$ cat src/rtl/ps2_pkg.sv
// ps2_pkg: PS/2 receiver state encoding, frame size and shared scan codes.
package ps2_pkg;
  typedef enum logic [1:0] {IDLE, DATA, PARITY, STOP} ps2_state_t;
  localparam int PS2_FRAME_BITS = 11;
  localparam logic [7:0] SC_ENTER = 8'h5A;
  localparam logic [7:0] SC_LEFT  = 8'h6B;
  localparam logic [7:0] SC_RIGHT = 8'h74;
  localparam logic [7:0] SC_EXT   = 8'hE0;
  localparam logic [7:0] SC_BREAK = 8'hF0;
  function automatic logic odd_ok(input logic [7:0] d, input logic p);
    return ^{d, p};
  endfunction
endpackage

$ cat src/rtl/ps2_sync_filter.sv
// ps2_sync_filter: synchronizes both PS/2 pins and debounces the clock into a one-cycle fall strobe.
module ps2_sync_filter #(
  parameter int FILTER_LEN = 8
) (
  input  logic CLOCK_50,
  input  logic reset,
  input  logic PS2_CLK,
  input  logic PS2_DAT,
  output logic fall,
  output logic dat
);
  localparam int CW = $clog2(FILTER_LEN + 1);
  logic [1:0] clk_s, dat_s;
  logic filt;
  logic [CW-1:0] cnt;
  assign dat = dat_s[1];
  always_ff @(posedge CLOCK_50 or posedge reset)
    if (reset) begin
      clk_s <= 2'b11;
      dat_s <= 2'b11;
      filt  <= 1'b1;
      cnt   <= '0;
      fall  <= 1'b0;
    end else begin
      clk_s <= {clk_s[0], PS2_CLK};
      dat_s <= {dat_s[0], PS2_DAT};
      fall  <= 1'b0;
      // the filtered level only moves after FILTER_LEN agreeing samples
      if (clk_s[1] == filt) cnt <= '0;
      else if (cnt == CW'(FILTER_LEN - 1)) begin
        filt <= clk_s[1];
        cnt  <= '0;
        fall <= filt;
      end else cnt <= cnt + 1'b1;
    end
endmodule

$ cat src/rtl/ps2_rx_frame.sv
// ps2_rx_frame: receive-only PS/2 frame deserializer with parity, stop-bit and timeout checking.
module ps2_rx_frame
  import ps2_pkg::*;
#(
  parameter int FILTER_LEN     = 8,
  parameter int TIMEOUT_CYCLES = 50000
) (
  input  logic       CLOCK_50,
  input  logic       reset,
  input  logic       PS2_CLK,
  input  logic       PS2_DAT,
  output logic [7:0] received_data,
  output logic       received_data_en,
  output logic       parity_error,
  output logic       frame_error
);
  localparam int TW = $clog2(TIMEOUT_CYCLES + 1);
  ps2_state_t state;
  logic fall, dat, par;
  logic [7:0] shreg;
  logic [2:0] bit_cnt;
  logic [TW-1:0] tcnt;
  ps2_sync_filter #(.FILTER_LEN(FILTER_LEN)) u_sync (
    .CLOCK_50(CLOCK_50),
    .reset(reset),
    .PS2_CLK(PS2_CLK),
    .PS2_DAT(PS2_DAT),
    .fall(fall),
    .dat(dat)
  );
  always_ff @(posedge CLOCK_50 or posedge reset)
    if (reset) begin
      state            <= IDLE;
      shreg            <= '0;
      bit_cnt          <= '0;
      par              <= 1'b0;
      tcnt             <= '0;
      received_data    <= 8'h00;
      received_data_en <= 1'b0;
      parity_error     <= 1'b0;
      frame_error      <= 1'b0;
    end else begin
      received_data_en <= 1'b0;
      parity_error     <= 1'b0;
      frame_error      <= 1'b0;
      tcnt <= (fall || state == IDLE) ? '0 : tcnt + 1'b1;
      // a fall in the timeout cycle is processed, so it takes precedence
      if (fall) begin
        case (state)
          IDLE: if (!dat) begin
            state   <= DATA;
            bit_cnt <= '0;
            shreg   <= '0;
          end
          DATA: begin
            shreg   <= {dat, shreg[7:1]};
            bit_cnt <= bit_cnt + 1'b1;
            if (bit_cnt == 3'd7) state <= PARITY;
          end
          PARITY: begin
            par   <= dat;
            state <= STOP;
          end
          STOP: begin
            state <= IDLE;
            if (!dat) frame_error <= 1'b1;
            else if (!odd_ok(shreg, par)) parity_error <= 1'b1;
            else begin
              received_data    <= shreg;
              received_data_en <= 1'b1;
            end
          end
          default: state <= IDLE;
        endcase
      end else if (state != IDLE && tcnt == TW'(TIMEOUT_CYCLES - 1)) begin
        state       <= IDLE;
        frame_error <= 1'b1;
      end
    end
endmodule

$ cat config.mk
export PLATFORM = sky130hd
export DESIGN_NAME = ps2_rx_frame
export DESIGN_NICKNAME = d
export VERILOG_FILES = /design/src/rtl/ps2_pkg.sv /design/src/rtl/ps2_sync_filter.sv /design/src/rtl/ps2_rx_frame.sv
export SDC_FILE = /design/constraint.sdc
export NUM_CORES = 1
export LEC_CHECK = 0
export ABC_AREA = 1
export ABC_CLOCK_PERIOD_IN_PS = 1400
export CAP_MARGIN = 30
export CORE_MARGIN = 4
export CORE_UTILIZATION = 23
export DETAILED_ROUTE_END_ITERATION = 12
export HOLD_SLACK_MARGIN = 0.02
export PLACE_DENSITY_LB_ADDON = 0.3
export SKIP_LAST_GASP = 1
export SYNTH_ARGS = -nofsm -noshare
export SYNTH_HDL_FRONTEND = slang
export SYNTH_SLANG_ARGS = --single-unit
$ cat constraint.sdc
create_clock -name CLOCK_50 -period 1.4 [get_ports CLOCK_50]
set_input_delay 0.28 -clock CLOCK_50 [delete_from_list [all_inputs] [get_ports CLOCK_50]]
set_output_delay 0.28 -clock CLOCK_50 [all_outputs]
set_load 0.01 [all_outputs]
==> run metrics <==
Logic pwr share=4.9%; per-cell routed wire length=10.7 um; Final Cycle Share=103%; Cell Pwr Density=792 nW/um^2; first-pass GRT wire length=9270 um; Synth Area in Compound Gates=7.57%; #FFs+latches synth=51; Syn Area/Cell=8.30 um^2; Clock Path Buffers=2; CTS tree=built; Reg2Reg Depth=12; Min Hold Slack=0.275 ns; vias=2050; placement-stage worst setup slack=-0.0952 ns; drc violations=0; CP Launch Type=register; vias per cell=4.13; footprint of the multi-input gates=1310 um^2; clock transition at the registers of the reported paths=0.10 ns; number of H-tree levels=2; Simple-Gate Fraction of Synth Area=27.8%; status=finished with violations; largest family of logic cells by synthesized area=simple AND/OR/NAND/NOR gates; Placed Cells=470; cts-stage hold buffer count=0; CP arrival=1.65 ns; fin crit period=1.44 ns; antenna cells=0; R2R Setup Slk=-0.04 ns; XOR/XNOR Fraction of Synth Area=1.07%; adder-cell share of the synthesized area=4.09%; antenna violations before repair=0; Die W=111 um; Net Sw Frac=22.4%; RSZ-0062 raised after global routing=yes; Crit Path Category=register to register; final core utilization=34.2%; CTS sink cnt=51; layout cell share with drive strength beyond 1=40.6%; Syn Nets=307; GR Util All Layers=8.84%; largest net degree at the start of global routing=18; Crit. Startpoint=shreg[2]$_DFFE_PP0P_; initial detailed-routing violation count=78; fin cells=496; Slew Limit Headroom=79.4%; Design Power=2.79 mW; die area=12400 um^2; Pleak=1.67 nW; # Max-Cap Violations=0; post-synthesis cell type count=28; First-pass DRT Iterations=4; gr ovfl total=0; Peak Freq=0.695 GHz; Max Clock Skew=0.00454 ns; post-layout instance area=3530 um^2; Layout area overhead=44.2%; mux contribution to synthesized area=0%; Setup-failing EPs final=12; sequential fraction of the synthesis area=52.4%; peak supply drop=0.432 mV; RR Endpoint=received_data[3]$_DFFE_PP0P_; vias in the first global route=2076; Slew @ Worst Pin=0.309 ns; Final ANT Viol Nets=0; failing checks=setup timing; Hold Vio Cnt, Final=0; register share of total power=56.2%; Setup crit end kind=register; Ys Warns=0; final slew viol count=0; Switching Power=0.626 mW; synthesized area=2450 um^2; dpl cell area=2990 um^2; # nets final=371; register area=1290 um^2; worst setup margin=-0.0384 ns; Chip Height=111 um; worst endpoint required time=1.61 ns; P_int=2.17 mW; Core Footprint=10300 um^2; crit path to=received_data[3]$_DFFE_PP0P_; Crit Path Max Fanout=6; HPWL Detailed=3630 um; Clk network pwr share=38.9%; final wirelength=5300 um; HP Class=input port to async pin; CTS Buf Count=5; Mapped Cells=295; initial core utilization=23.7%; Ports=15; clk root buf=clkbuf_8; Worst-Skew Late Latency=0.31 ns; I/O Buffers=14; Setup TNS Final=-0.282 ns; GPL Wtd Cong=0.828; row count=37; Fillers=1057; RR Startpoint=shreg[2]$_DFFE_PP0P_
[flip-flops by register name, summed over array words and instances, names as in the netlist, 2 cells and up]
signal,flops
tcnt,16
u_sync.clk_s,2
shreg,8
u_sync.dat_s,2
received_data,8
u_sync.cnt,4
bit_cnt,3
state,2
[routing by layer]
layer	track usage, %	wire length (um)
met1	10.8	2450
met2	15.3	2620
met3	2.78	176
met4	1.95	51
met5	0	0
[area by class of cell]
class	count	area share, %
clock buffer	6	2.34
timing repair buffer	54	12.9
tap	136	4.82
inverter	46	5.18
clock inverter	2	0.993
sequential	51	36.5
timing repair inverter	1	0.213
multi-input combinational	200	37.1
[power groups by stage]
stage,clock [mW],sequential (mW),combinational (mW)
global placement,0,1.59,0.134
finish,1.09,1.57,0.138
floorplan,0,1.59,0.0936
global route,1.17,1.58,0.167
CTS,1.13,1.57,0.141
detailed placement,0,1.59,0.142
[worst min path at each step]
stage | start | to | depth (start not counted)
final | reset | tcnt[1]$_DFF_PP0_ | 2
after global routing | reset | tcnt[0]$_DFF_PP0_ | 2
after CTS | reset | tcnt[0]$_DFF_PP0_ | 2
after detailed placement | u_sync.dat_s[0]$_DFF_PP1_ | u_sync.dat_s[1]$_DFF_PP1_ | 0
after global placement | u_sync.clk_s[0]$_DFF_PP1_ | u_sync.clk_s[1]$_DFF_PP1_ | 0
after floorplan | PS2_CLK | u_sync.clk_s[0]$_DFF_PP1_ | 0
[placed cells by master, fill, tap and decap left out, drive strengths merged]
cell	count
bufinv	1
inv	44
o21ai	11
o31ai	1
and2	1
dfrtp	46
dlygate4sd2	11
nand4	2
clkinvlp	3
nor3	9
dfstp	5
o21bai	1
buf	40
o22ai	8
a21oi	11
nand2	93
clkinv	1
a31oi	1
and3	1
clkbuf	6
xor2	3
nor4	1
nor2	29
clkdlybuf4s50	3
ha	8
nand3	20
[critical path: stages, from the launching register on]
cell     delay (ns)
dfrtp_2        0.45
inv_2          0.09
nand2_2        0.05
nand2_2        0.07
inv_2          0.04
nand2_2        0.05
nand2_2        0.07
nand2_2        0.08
nand3_4        0.12
nand2_8        0.14
nand2_8        0.08
nand2_2        0.06
nand2_1        0.04
[cells in the mapped netlist]
| master | number | area (um^2) |
|---|---|---|
| ha_1 | 8 | 100 |
| nand3_1 | 18 | 90.1 |
| and3_1 | 1 | 6.26 |
| nor4_1 | 1 | 6.26 |
| nor3_1 | 8 | 40.0 |
| o21bai_1 | 1 | 7.51 |
| nor2_2 | 1 | 6.26 |
| and2_1 | 1 | 6.26 |
| nand3_2 | 2 | 20.0 |
| nand4_1 | 2 | 12.5 |
| inv_2 | 5 | 18.8 |
| o21ai_2 | 1 | 8.76 |
| o22ai_1 | 8 | 50.1 |
| nand2_4 | 2 | 22.5 |
| nand2_2 | 3 | 18.8 |
| nor2_4 | 1 | 11.3 |
| nand2_1 | 86 | 323 |
| a31oi_1 | 1 | 6.26 |
| o21ai_0 | 10 | 50.1 |
| a21oi_1 | 11 | 55.1 |
| o31ai_1 | 1 | 7.51 |
| dfstp_2 | 5 | 131 |
| inv_1 | 39 | 146 |
| clkinv_1 | 2 | 7.51 |
| nor2_1 | 27 | 101 |
| nor3_4 | 1 | 16.3 |
| xor2_1 | 3 | 26.3 |
| dfrtp_1 | 46 | 1150 |
[timing repair]
item | CTS | global route
buffers inserted | 7 | 8
endpoints found under the setup margin | 33 | 35
gates resized for setup | 24 | 81
pin swaps | 8 | 24
cloned | 2 | 1
[cells by family (layout without fill, tap and decap cells)]
family | Yosys count | after routing
compound gates | 33 | 33
xor+xnor | 3 | 3
fa+ha+maj | 8 | 8
buf+inv | 46 | 109
flops | 51 | 51
simple gates | 154 | 156
Note: power is estimated with default switching activity, not from simulation.
